[src/rtl/sram_arb_pkg.sv]
// sram_arb_pkg: owner enum, tag record and default parameters shared by the SRAM port arbiter
package sram_arb_pkg;
  typedef enum logic [1:0] {OWN_NONE, OWN_I, OWN_D} owner_e;
  typedef struct packed {
    logic   valid;
    owner_e owner;
  } tag_t;
  localparam int DEF_ADDR_W     = 32;
  localparam int DEF_DATA_W     = 32;
  localparam int DEF_RD_LAT     = 1;
  localparam int DEF_MAX_STREAK = 4;
endpackage

[src/rtl/arb_tag_pipe.sv]
// arb_tag_pipe: RD_LAT-deep {valid, owner} shift register (clk, async rst, tag_in -> tag_out) matching SRAM read latency
module arb_tag_pipe
  import sram_arb_pkg::*;
#(
  parameter int RD_LAT = DEF_RD_LAT
) (
  input  logic clk,
  input  logic rst,
  input  tag_t tag_in,
  output tag_t tag_out
);
  tag_t stage [RD_LAT];
  always_ff @(posedge clk or posedge rst) begin
    if (rst) begin
      for (int k = 0; k < RD_LAT; k++) stage[k] <= '0;
    end else begin
      stage[0] <= tag_in;
      for (int k = 1; k < RD_LAT; k++) stage[k] <= stage[k-1];
    end
  end
  assign tag_out = stage[RD_LAT-1];
endmodule

[src/rtl/sram_port_arbiter.sv]
// sram_port_arbiter: fetch (i_*) and data (d_*) ports share one pipelined SRAM (sram_*); data wins unless fetch has waited MAX_STREAK grants, tags route read returns
module sram_port_arbiter
  import sram_arb_pkg::*;
#(
  parameter int ADDR_W     = DEF_ADDR_W,
  parameter int DATA_W     = DEF_DATA_W,
  parameter int RD_LAT     = DEF_RD_LAT,
  parameter int MAX_STREAK = DEF_MAX_STREAK
) (
  input  logic              clk,
  input  logic              rst,
  input  logic              i_req,
  input  logic [ADDR_W-1:0] i_addr,
  output logic              i_ack,
  output logic              i_rvalid,
  output logic [DATA_W-1:0] i_rdata,
  input  logic              d_req,
  input  logic [3:0]        d_wen,
  input  logic [ADDR_W-1:0] d_addr,
  input  logic [DATA_W-1:0] d_wdata,
  output logic              d_ack,
  output logic              d_rvalid,
  output logic [DATA_W-1:0] d_rdata,
  output logic              sram_en,
  output logic [3:0]        sram_wen,
  output logic [ADDR_W-1:0] sram_addr,
  output logic [DATA_W-1:0] sram_wdata,
  input  logic [DATA_W-1:0] sram_rdata
);
  localparam int SW = $clog2(MAX_STREAK + 1);
  logic [SW-1:0] streak;
  logic          gnt_i, gnt_d, rd_d, full;
  tag_t          tag_in, tag_out;
  assign full       = streak == SW'(MAX_STREAK);
  assign gnt_i      = i_req && (!d_req || full);
  assign gnt_d      = d_req && !gnt_i;
  assign rd_d       = gnt_d && d_wen == 4'b0;
  assign i_ack      = gnt_i;
  assign d_ack      = gnt_d;
  assign sram_en    = gnt_i || gnt_d;
  assign sram_wen   = gnt_d ? d_wen : 4'b0;
  assign sram_addr  = gnt_i ? i_addr : d_addr;
  assign sram_wdata = gnt_d ? d_wdata : '0;
  assign tag_in     = '{valid: gnt_i || rd_d, owner: gnt_i ? OWN_I : rd_d ? OWN_D : OWN_NONE};
  always_ff @(posedge clk or posedge rst) begin
    if (rst) streak <= '0;
    else     streak <= (gnt_d && i_req) ? (full ? streak : streak + 1'b1) : '0;
  end
  arb_tag_pipe #(.RD_LAT(RD_LAT)) u_tags (
    .clk    (clk),
    .rst    (rst),
    .tag_in (tag_in),
    .tag_out(tag_out)
  );
  assign i_rvalid = tag_out.valid && tag_out.owner == OWN_I;
  assign d_rvalid = tag_out.valid && tag_out.owner == OWN_D;
  assign i_rdata  = sram_rdata;
  assign d_rdata  = sram_rdata;
endmodule

[config.mk]
export PLATFORM = sky130hd
export DESIGN_NAME = sram_port_arbiter
export DESIGN_NICKNAME = d
export VERILOG_FILES = /design/src/rtl/sram_arb_pkg.sv /design/src/rtl/arb_tag_pipe.sv /design/src/rtl/sram_port_arbiter.sv
export SDC_FILE = /design/constraint.sdc
export NUM_CORES = 1
export LEC_CHECK = 0
export BUFFER_PORTS_ARGS = -buffer_cell sky130_fd_sc_hd__buf_2
export CORE_AREA = 2 2 107 109
export CTS_BUF_LIST = sky130_fd_sc_hd__clkbuf_2
export CTS_CLUSTER_SIZE = 25
export DETAILED_ROUTE_END_ITERATION = 10
export DIE_AREA = 0 0 109 111
export PLACE_DENSITY = 0.51
export SLEW_MARGIN = 10
export SYNTH_ARGS = -nofsm -noshare
export SYNTH_HDL_FRONTEND = slang
export SYNTH_SLANG_ARGS = --single-unit
[constraint.sdc]
create_clock -name clk -period 2.08 [get_ports clk]
set_clock_uncertainty 0.15 [all_clocks]
set_input_delay 0.104 -clock clk [delete_from_list [all_inputs] [get_ports clk]]
set_output_delay 0.104 -clock clk [all_outputs]
set_load 0.03 [all_outputs]
* Word-level counts from Yosys, hierarchy flattened
Index checks and enable logic that the tools add are counted.
Storage, ports and cells: flip-flop bits (word level) 6, input bits 136, output and inout bits 137, logic and storage cells 27
Cells by class: add/subtract/negate cells 1, equal/unequal tests 4, mux-type cells 7, reduce and logical (&&, ||, !) cells 12
Operators by type and width (number):
- two-way mux 32 bit | 2
- logical AND 1 bit | 6
- two-way mux 3 bit | 2
- zero test 4 bit | 1
- two-way mux 2 bit | 2
- two-way mux 4 bit | 1
- adder 3 x 1 -> 3 bit (second input constant) | 1
- == test 3 bit (second input constant) | 1
- logical OR 1 bit | 3
- == test 2 x 1 -> 1 bit (second input constant) | 1
- == test 2 bit (second input constant) | 1
- zero test 1 bit | 2
- inequality test 2 bit (second input constant) | 1

* Logic depth before layout (Yosys ltp)
depth in word-level cells 8, gate-level depth with buffers 7, gate-level depth less buffers 5

* By module
Synthesis repeated with hierarchy kept, for this count alone.
Unflattened totals: cells, all modules 170, area total of the unflattened synthesis 1557.7 sq um
Modules (own cells, without submodules):
- sram_port_arbiter | times used 1, cells an instance 166, area each 1478.9 sq um, seq. area each 75.1 sq um
- arb_tag_pipe | times used 1, cells an instance 4, area each 78.8 sq um, seq. area each 75.1 sq um

* Worst setup path after synthesis
No wires, ideal clock.
kind register to output, from reg streak[0], to out sram_wdata[23], arrival time 1.590 ns, required time 1.826 ns, path slack 0.236 ns, cell stages (with the launch flop) 6, buffers on the path 1, path through dfrtp_1 -> inv_1 -> ha_1 -> a31oi_1 -> clkbuf_1 -> and2_1
Between the ends: cells in the longest elaborated chain, start to end 6
RTL lines:
- from (decl) | RTL line sram_port_arbiter.sv:31 | logic [SW-1:0] streak;
- from (signal assigned) | RTL line sram_port_arbiter.sv:47 | else streak <= (gnt_d && i_req) ? (full ? streak : streak + 1'b1) : '0;
- == test 3 bit | RTL line sram_port_arbiter.sv:34 | assign full = streak == SW'(MAX_STREAK);
- logical OR 1 bit | RTL line sram_port_arbiter.sv:35 | assign gnt_i = i_req && (!d_req || full);
- logical AND 1 bit | RTL line sram_port_arbiter.sv:35
- zero test 1 bit | RTL line sram_port_arbiter.sv:36 | assign gnt_d = d_req && !gnt_i;
- logical AND 1 bit | RTL line sram_port_arbiter.sv:36
- named net d_ack | RTL line sram_port_arbiter.sv:21 | output logic d_ack,
- two-way mux 32 bit | RTL line sram_port_arbiter.sv:43 | assign sram_wdata = gnt_d ? d_wdata : '0;
- to (decl) | RTL line sram_port_arbiter.sv:27 | output logic [DATA_W-1:0] sram_wdata,
The timed path passes the listed nets, and every way through them passes these cells.

* Final worst setup path
from reg streak[0], to out sram_addr[16]
Between the ends: cells in the longest elaborated chain, start to end 4
RTL lines:
- == test 3 bit | RTL line sram_port_arbiter.sv:34
- logical OR 1 bit | RTL line sram_port_arbiter.sv:35
- logical AND 1 bit | RTL line sram_port_arbiter.sv:35
- two-way mux 32 bit | RTL line sram_port_arbiter.sv:42 | assign sram_addr = gnt_i ? i_addr : d_addr;
- to (decl) | RTL line sram_port_arbiter.sv:26 | output logic [ADDR_W-1:0] sram_addr,
No other way between the ends.

==> flow_metrics.tcl <==
set metrics [dict create \
    status "finished, violations left" \
    violations "setup timing" \
    drc 0 \
    port_buffers 176 \
    final_cell_mix "buf_2, and2_1, buf_6, mux2_4, clkbuf_4" \
    path_cells "inv_1 > ha_2 > a21boi_2 > nand2b_4 > buf_12 > clkbuf_16 > mux2_4 > buf_6" \
    clkLatencyLatePin_ps 210 \
    gr-usage-all-layers_pct 9.386 \
    worstSetupPathType "reg -> out" \
    leakagePower_nw 1.482 \
    rows 39 \
    start_util_pct 14.03 \
    rsz0062_at_grt "yes" \
    slowest_delay_ps 350 \
    p_per_area_nw_per_um2 340.2 \
    synth_cells 169 \
    die_x_um 109 \
    layout.area.seq_um2 150.1 \
    dp_hpwl_um 5120 \
    routed_wirelength_um 6312 \
    tightest_slew_ps 642.9 \
    ys_types 21 \
    overflow 0 \
    total_power_mw 0.8816 \
    min_period_ps 2122 \
    avgViaCountPerCell 3.579 \
    antennaDiodeCount 0 \
    setup_violations 17 \
    vias 1564 \
    dieArea_um2 12100 \
    avgSynthCellArea_um2 9.195 \
    fin_crit_sh_pct 102.0 \
    first_pass_iters 4 \
    place_congestion 0.7914 \
    ys_ff_latch 6 \
    nNetsFinal 434 \
    drt-initial-drc-count 49 \
    drive_above_1_share_pct 79.25 \
    arrival_ps 1870 \
    cts_sinks 6 \
    vdd_drop_max_v 0.0001206 \
    fmax_mhz 471.2 \
    cts_buffers 3 \
    multi_input_area_um2 840.8 \
    fillers 1189 \
    fin_ws_ps -42.37 \
    clkTransAtPathRegs_ps 50 \
    final_util_pct 23.39 \
    grt_pass1_wl_um 8335 \
    wire_per_inst_um 14.44 \
    area_delta_synth_final_pct 66.75 \
    ios 273 \
    worstPathMaxFanout 5 \
    cts_tree "built" \
    grt_max_degree 39 \
    r2r_slack_ps 570 \
    netlist_area_um2 1554 \
    end_kind "output port" \
    start_kind "flip-flop" \
    synthesis.nets 307 \
    crit_required_ps 1830 \
    slew_violations 0 \
    cts_buffer_depth 2 \
    grt_pass1_vias 1641 \
    synth_warnings 0 \
    final_common_cell "buf_2" \
    synth_seq_area_share_pct 9.662 \
    fp.dieH_um 111 \
    hold_viol 0 \
    final_antenna_net_count 0 \
    max_cap_violations 0 \
    core_area_um2 11080 \
    worstHoldPathType "in -> reg" \
    htree_levels 1 \
    antenna_found_initial 0 \
    cts-root-buf "clkbuf_2" \
    slowest_stage "dfrtp_1" \
    max-slew-margin-rel_pct 56.74 \
]
-- routing by layer --
metal	track usage, %	part of all wire (%)	vias up	wire (um)
li1	-	-	722	-
met1	9.214	33	675	2077
met2	18.55	52	156	3302
met3	2.175	14	11	854
met4	3.162	1.2	0	78
met5	0	0	-	0
-- power breakdown --
part | internal (mW) | switching (mW) | total, mW
sequential | 0.121 | 0.00213 | 0.123
clock | 0.0390 | 0.0375 | 0.0765
combinational | 0.339 | 0.343 | 0.682
-- worst max-delay path: cells and delay by family, from the launching register on --
kind	cells	cell delay [ps]
mux	1	300
compound gates	1	150
flops	1	350
simple gates	1	200
fa+ha+maj	1	190
buf+inv	4	460
-- state kept, by name, indices dropped and copies added (netlist names) --
name and flops:
u_tags.tag_out 3, streak 3
-- Yosys cell counts, drive strengths merged --
master / number / area share (%)
inv: 5 / 1.2
ha: 2 / 1.6
mux2: 32 / 30
dfrtp: 6 / 9.7
and3: 1 / 0.48
nand2: 4 / 0.97
or2: 1 / 0.40
clkbuf: 4 / 1.0
xnor2: 1 / 0.56
and2: 37 / 15
a31oi: 1 / 0.40
and3b: 1 / 0.56
nand2b: 1 / 0.89
nor4: 1 / 0.40
nor2: 3 / 0.72
buf: 68 / 36
a21boi: 1 / 0.72
-- worst paths after layout --
| check | from | to | cells past startpoint |
|---|---|---|---|
| setup / recovery | streak[0] | sram_addr[16] | 8 |
| hold / removal | d_wen[3] | u_tags.tag_out[2] | 4 |
| setup reg to reg | streak[0] | u_tags.tag_out[0] | 7 |
| hold reg to reg | streak[0] | streak[0] | 3 |
| max in group asynchronous | rst | u_tags.tag_out[2] | 3 |
| min in group asynchronous | rst | streak[1] | 3 |
-- stage by stage --
step | cells | TNS, ps | hold slack, ps | instance area, um^2 | setup slack (ps)
final | 437 | -547.7 | 53.25 | 2591 | -42.37
after floorplan | 169 | 0 | -255.0 | 1554 | 236.4
after global placement | 420 | 0 | -134.6 | 2107 | 135.4
after global routing | 437 | -4698 | 48.86 | 2591 | -171.3
after CTS | 434 | -278.4 | 37.35 | 2455 | -26.96
after detailed placement | 420 | 0 | -131.6 | 2107 | 101.6
-- cell type report --
| type | count | area share, % |
|---|---|---|
| Tap cell | 143 | 6.905 |
| Timing Repair Buffer | 194 | 53.55 |
| Clock buffer | 3 | 0.5794 |
| Multi-Input combinational cell | 86 | 32.45 |
| Sequential cell | 6 | 5.794 |
| Inverter | 5 | 0.7243 |
-- timing repair --
item                                    in CTS  in global routing
hold buffers                                 2                  0
cloned                                       2                  1
resized for setup                           59                 48
endpoints found under the setup margin      32                 68
hold endpoints to repair                     7                  0
setup buffers                                7                  3
pin swaps                                    2                  2
-- cell families (layout without fill, tap and decap cells) --
logic type,Yosys count,after routing,share of synthesized area [%]
buf+inv,77,202,37.76
fa+ha+maj,2,2,1.610
xor+xnor,1,1,0.5637
mux,32,32,29.95
simple gates,49,49,19.32
flops,6,6,9.662
compound gates,2,2,1.127
Note: power is estimated with default switching activity, not from simulation.
